**src/rtl/wb_arbiter.sv**
```systemverilog
// Two-master round-robin Wishbone arbiter that drives one shared slave port.
// Define WB_ARB_TIMEOUT_EN to add the busy-cycle counter and the one-cycle TOUT error state.
module wb_arbiter #(
  parameter int ADDR_W         = 32,
  parameter int DATA_W         = 32,
  parameter int TIMEOUT_CYCLES = 255
) (
  input  logic              clk,
  input  logic              reset,
  input  logic              m0_STB,
  input  logic              m0_WE,
  input  logic [ADDR_W-1:0] m0_ADDR,
  input  logic [DATA_W-1:0] m0_DAT_I,
  output logic [DATA_W-1:0] m0_DAT_O,
  output logic              m0_ACK,
  output logic              m0_ERR,
  input  logic              m1_STB,
  input  logic              m1_WE,
  input  logic [ADDR_W-1:0] m1_ADDR,
  input  logic [DATA_W-1:0] m1_DAT_I,
  output logic [DATA_W-1:0] m1_DAT_O,
  output logic              m1_ACK,
  output logic              m1_ERR,
  output logic              s_STB,
  output logic              s_WE,
  output logic [ADDR_W-1:0] s_ADDR,
  output logic [DATA_W-1:0] s_DAT_O,
  input  logic [DATA_W-1:0] s_DAT_I,
  input  logic              s_ACK,
  output logic [1:0]        grant
);

  localparam logic [1:0] ST_IDLE = 2'd0;
  localparam logic [1:0] ST_BUSY = 2'd1;
`ifdef WB_ARB_TIMEOUT_EN
  localparam logic [1:0]  ST_TOUT  = 2'd2;
  localparam logic [16:0] LP_LIMIT = 17'(TIMEOUT_CYCLES);
`endif

  logic [1:0] r_state;
  logic       r_owner;
  logic       r_last;
  logic [1:0] r_grant;

  logic w_busy;
  logic w_own_stb;
  logic w_any_req;
  logic w_winner;

  assign w_busy    = (r_state == ST_BUSY);
  assign w_own_stb = r_owner ? m1_STB : m0_STB;
  assign w_any_req = m0_STB | m1_STB;
  // On a tie the master that was not served last wins; otherwise the lone requester.
  assign w_winner  = (m0_STB & m1_STB) ? ~r_last : m1_STB;

`ifdef WB_ARB_TIMEOUT_EN
  logic [15:0] r_cnt;
  logic        w_expire;

  assign w_expire = (({1'b0, r_cnt} + 17'd1) == LP_LIMIT);

  // Cleared throughout IDLE so every BUSY entry starts counting from zero.
  always_ff @(posedge clk) begin
    if (reset) begin
      r_cnt <= '0;
    end else if (r_state == ST_IDLE) begin
      r_cnt <= '0;
    end else if (w_busy && !s_ACK) begin
      r_cnt <= r_cnt + 16'd1;
    end
  end
`endif

  always_ff @(posedge clk) begin
    if (reset) begin
      r_state <= ST_IDLE;
      r_owner <= 1'b0;
      r_last  <= 1'b1;
      r_grant <= 2'b00;
    end else begin
      case (r_state)
        ST_IDLE: begin
          if (w_any_req) begin
            r_state <= ST_BUSY;
            r_owner <= w_winner;
            r_grant <= w_winner ? 2'b10 : 2'b01;
          end
        end
        ST_BUSY: begin
          // An acknowledge always wins over an abort or an expiring counter.
          if (s_ACK) begin
            r_state <= ST_IDLE;
            r_last  <= r_owner;
            r_grant <= 2'b00;
          end else if (!w_own_stb) begin
            r_state <= ST_IDLE;
            r_grant <= 2'b00;
          end
`ifdef WB_ARB_TIMEOUT_EN
          else if (w_expire) begin
            r_state <= ST_TOUT;
          end
`endif
        end
`ifdef WB_ARB_TIMEOUT_EN
        ST_TOUT: begin
          r_state <= ST_IDLE;
          r_last  <= r_owner;
          r_grant <= 2'b00;
        end
`endif
        default: begin
          r_state <= ST_IDLE;
          r_grant <= 2'b00;
        end
      endcase
    end
  end

  assign s_STB   = w_busy & w_own_stb;
  assign s_WE    = w_busy & (r_owner ? m1_WE : m0_WE);
  assign s_ADDR  = w_busy ? (r_owner ? m1_ADDR : m0_ADDR) : '0;
  assign s_DAT_O = w_busy ? (r_owner ? m1_DAT_I : m0_DAT_I) : '0;

  assign m0_ACK   = w_busy & ~r_owner & s_ACK;
  assign m1_ACK   = w_busy & r_owner & s_ACK;
  assign m0_DAT_O = (w_busy & ~r_owner) ? s_DAT_I : '0;
  assign m1_DAT_O = (w_busy & r_owner) ? s_DAT_I : '0;

`ifdef WB_ARB_TIMEOUT_EN
  assign m0_ERR = (r_state == ST_TOUT) & ~r_owner;
  assign m1_ERR = (r_state == ST_TOUT) & r_owner;
`else
  assign m0_ERR = 1'b0;
  assign m1_ERR = 1'b0;
`endif

  assign grant = r_grant;

endmodule

```
**config.mk**
```make
export PLATFORM = sky130hd
export DESIGN_NAME = wb_arbiter
export DESIGN_NICKNAME = d
export VERILOG_FILES = /design/src/rtl/wb_arbiter.sv
export SDC_FILE = /design/constraint.sdc
export NUM_CORES = 1
export LEC_CHECK = 0
export ABC_AREA = 1
export BUFFER_PORTS_ARGS = -buffer_cell sky130_fd_sc_hd__buf_2
export CAP_MARGIN = 25
export CORE_AREA = 4 4 116 118
export DETAILED_ROUTE_END_ITERATION = 6
export DIE_AREA = 0 0 120 122
export GPL_TIMING_DRIVEN = 0
export MAX_ROUTING_LAYER = met4
export PLACE_DENSITY = 0.45
export SYNTH_ARGS = -nofsm -noshare
export SYNTH_HDL_FRONTEND = slang
export SYNTH_SLANG_ARGS = --single-unit
export TNS_END_PERCENT = 10
```
**constraint.sdc**
```tcl
create_clock -name clk -period 0.96 [get_ports clk]
set_input_delay 0 -clock clk [delete_from_list [all_inputs] [get_ports clk]]
set_output_delay 0 -clock clk [all_outputs]
set_load 0.01 [all_outputs]
```
=== Yosys cells after proc, flatten, opt, wreduce, memory -nomap -nowiden ===
Cells that the tools add are included.

* Bits in writable memories: 0
* Latch bits: 0
* Memories: 0
* Flip-flop bits (word level): 6
* Logic and storage cells: 37
* Bits of input ports: 167
* Bits in read-only memories: 0
* Output and inout bits: 136

* Magnitude comparators: 0
* Div/mod/pow operators: 0
* Multipliers: 0
* Equality and inequality tests: 3
* Shift operators: 0
* Muxes and demuxes: 16
* Reduce and logical (&&, ||, !) cells: 4
* Bitwise operators: 10
* Add/subtract/negate cells: 0

{| class="wikitable"
|+ Operators with widths
! operator !! count
|-
| two-way mux 32 bit || 6
|-
| two-way mux 2 bit || 5
|-
| one-hot mux 2 bit (2 select lines) || 2
|-
| bitwise AND 1 bit || 7
|-
| AND reduction 2 bit || 3
|-
| two-way mux 1 bit || 3
|-
| inequality test 3 bit (second input constant) || 1
|-
| == test 2 x 1 -> 1 bit (second input constant) || 1
|-
| zero test 2 bit || 1
|-
| inequality test 2 bit (second input constant) || 1
|-
| inverter 1 bit || 2
|-
| OR 1 bit || 1
|}

=== Longest topological paths before layout ===
* Depth after elaboration: 5
* Depth in mapped cells: 8

=== Worst setup path after synthesis ===
Ideal clock, no wire load.

* Path type: reg-to-output
* Start: register r_owner
* End: output s_DAT_O[23]
* Cell stages (with the launch flop): 7
* Arrival: 956 ps
* Required time: 960 ps
* Buffers on the path: 3
* Path slack: 4 ps
* Cells stage by stage: dfxtp_1 > buf_6 > inv_6 > buf_12 > buf_6 > nand2_1 > a21oi_1

* Word-level cells in the longest chain between the ends: 2

{| class="wikitable"
|+ RTL lines
! item !! RTL line !! source
|-
| start: declaration || 41 || <nowiki>logic r_owner;</nowiki>
|-
| start signal: assignment || 85 || <nowiki>r_owner <= w_winner;</nowiki>
|-
| two-way mux 32 bit (2 in a row) || 123 || <nowiki>assign s_DAT_O = w_busy ? (r_owner ? m1_DAT_I : m0_DAT_I) : '0;</nowiki>
|-
| end: declaration || 27 || <nowiki>output logic [DATA_W-1:0] s_DAT_O,</nowiki>
|}

No other way between the ends.

=== Worst setup path in the final report ===
* Start: register r_owner
* End: output s_DAT_O[25]

The elaborated chain is that of the path after synthesis.

==> metrics.cfg <==
[status]
status=finished with violations
violations=setup timing

[global_routing]
antenna_found_initial=1
grt-ovfl-total=0
grt_max_degree=11
first_global_vias=3234
grt_usage_pct=13.8
grt_pass1_wl_um=16100

[placed_design]
port_buffers=300
place_congestion=0.808
dpl.hpwl_um=9460

[die]
die_h_um=122
coreArea_mm2=0.0125
design.die.area_mm2=0.0146
start_util_pct=13.1
num_rows=41
dieWidth_um=120
io_pins=303

[drt]
detail-route-antenna-nets=0
wire_per_inst_um=13.5
drc=0
dr.pass1.iters=4
drt-total-wl_um=11500
num_vias=3405
vias_per_cell=4.01
first_iter_violations=90

[power]
p_per_area_mw_per_mm2=696
peakVddDrop_mv=0.682
power_uw=2780
p_leak_uw=0.00251

[sta]
finalClockSkew_ps=1.35
drv_slew=0
setup_violations=136
hold_violations=0
fmax_mhz=745
post-route-period-util_pct=140
fin_ws_ps=-382
min_period_ps=1340
finalSetupTns_ps=-35480
rsz0062_at_grt=true

[worst_hold_path]
hold_path.class=in -> reg
worst_hold_path.num_cells=4
hold_start=s_ACK
min_to=r_state[0]

[clock_tree]
cts_max_level=1
clkLatencyLatePin_ps=230
clock_path_buffers=2
clk_pin_slew_ps=30
root_buffer=clkbuf_16
cts_buffers=3
cts_tree=done
cts.sinks=5

[yosys]
synth_cell_type_count=18
synth-seq-cells=5
synth_cells=356
ys_seq_area_share_pct=6.12
synth.avg_cell_area_um2=4.60
yosysWarningCount=0
syn_area_mm2=0.00164

[critical_path]
r2r-end=r_last
path_class=reg -> out
r2r-start=r_owner
cp-start-kind=flip-flop
cp_top_family=buffers and inverters
critPathMaxFanout=6
r2r_cells=6
crit_path_max_incr_delay_ps=370
path_cells=inv_8 > buf_12 > buf_12 > clkbuf_16 > nand2_1 > a21oi_1 > buf_2
endpoint_kind=output pin
r2r_slack_ps=-180
critPathSlowestCell=dfxtp_4
path_buf_inv=5
cpMostUsedCell=buf_12
crit_required_ps=960
crit_arrival_ps=1340

[finish]
nFillCells=1430
area_growth_pct=144
drive_above_1_share_pct=60.8
nets=844
final_common_cell=buf_2
final_cell_mix=buf_2 (298), nand2_1 (120), nor2_1 (62), a21oi_1 (40), inv_1 (32)

[run]
max-cap-violations=0

[worst max-delay path by stage]
| stage | from | end | cells past startpoint |
|---|---|---|---|
| after CTS | r_owner | s_DAT_O[23] | 8 |
| final | r_owner | s_DAT_O[25] | 7 |
| after floorplan | r_owner | s_DAT_O[23] | 6 |
| after global routing | r_owner | s_DAT_O[24] | 7 |
| after detailed placement | r_state[0] | s_DAT_O[9] | 5 |
| after global placement | r_owner | m0_DAT_O[13] | 6 |
[sequential cells by signal (all words and copies together), names as in the netlist]
name / count
r_last: 1
r_owner: 1
r_state: 1
grant: 2
[per-layer routing]
layer | share of wire [%] | global-route usage [%]
met4 | 0.85 | 1.79
met1 | 38 | 15.4
met3 | 9.2 | 2.60
met2 | 52 | 26.1
met5 | 0 | -
[worst reg2reg max path, stage by stage (launching register included)]
cell,delay (ps)
dfxtp_4,400
inv_8,60
buf_12,140
buf_12,130
clkbuf_16,140
buf_6,100
o21ai_1,90
[synthesized netlist by cell type]
library cell / instances / area (µm²)
buf_2: 15 / 75.1
or2_0: 1 / 6.26
clkbuf_1: 3 / 11.3
a21oi_1: 71 / 355
a21boi_0: 1 / 7.51
buf_8: 1 / 15.0
dfxtp_1: 5 / 100
buf_12: 1 / 20.0
inv_2: 1 / 3.75
nand2_1: 142 / 533
inv_1: 32 / 120
o21ai_1: 2 / 10.0
conb_1: 1 / 3.75
nand2_2: 1 / 6.26
inv_6: 1 / 8.76
buf_6: 8 / 90.1
nor2_1: 68 / 255
buf_4: 2 / 15.0
[cells by family (layout without fill, tap and decap cells)]
family	Yosys count	after routing	share of synthesized area, %
simple gates	212	212	48.9
flops	5	5	6.12
compound gates	74	74	22.8
other cells	1	3	0.229
buf+inv	64	383	21.9
[per-stage QoR]
| step | instances | hold slack, ps | utilization (%) | instance area (µm²) | setup slack, ps |
|---|---|---|---|---|---|
| 2_1_floorplan | 357 | 69.1 | - | 1640 | 4.33 |
| 6_report | 849 | 81.2 | 32.0 | 4000 | -382 |
| 5_1_grt | 849 | 109 | 32.0 | 4000 | -443 |
| 3_3_place_gp | 829 | 240 | 26.9 | 3360 | -266 |
| 4_1_cts | 842 | 76.7 | 29.3 | 3650 | -442 |
| 3_5_place_dp | 829 | 240 | 26.9 | 3360 | -318 |
[timing repair]
action | 4_1_cts | 5_1_grt
setup endpoints to repair | 136 | 137
setup buffers | 9 | 4
gates cloned | 1 | 3
hold buffers | 1 | 0
pin swaps | 3 | 19
endpoints found under the hold margin | 1 | 0
gates resized for setup | 43 | 71
[report_power, final]
| group | internal (µW) | switching (µW) |
|---|---|---|
| clock | 550 | 131 |
| sequential | 224 | 20.4 |
| combinational | 881 | 976 |
[area by class of cell]
class / count / area, µm² / share of cell area [%]
multi-input combinational: 288 / 1410 / 35.2
antenna: 1 / 2.50 / 0.0626
sequential: 5 / 108 / 2.69
clock buffer: 4 / 78.8 / 1.97
tap: 172 / 215 / 5.39
inverter: 34 / 138 / 3.45
buffer: 27 / 298 / 7.45
timing repair buffer: 318 / 1750 / 43.8
No activity file was read; power rests on OpenSTA's default activity.
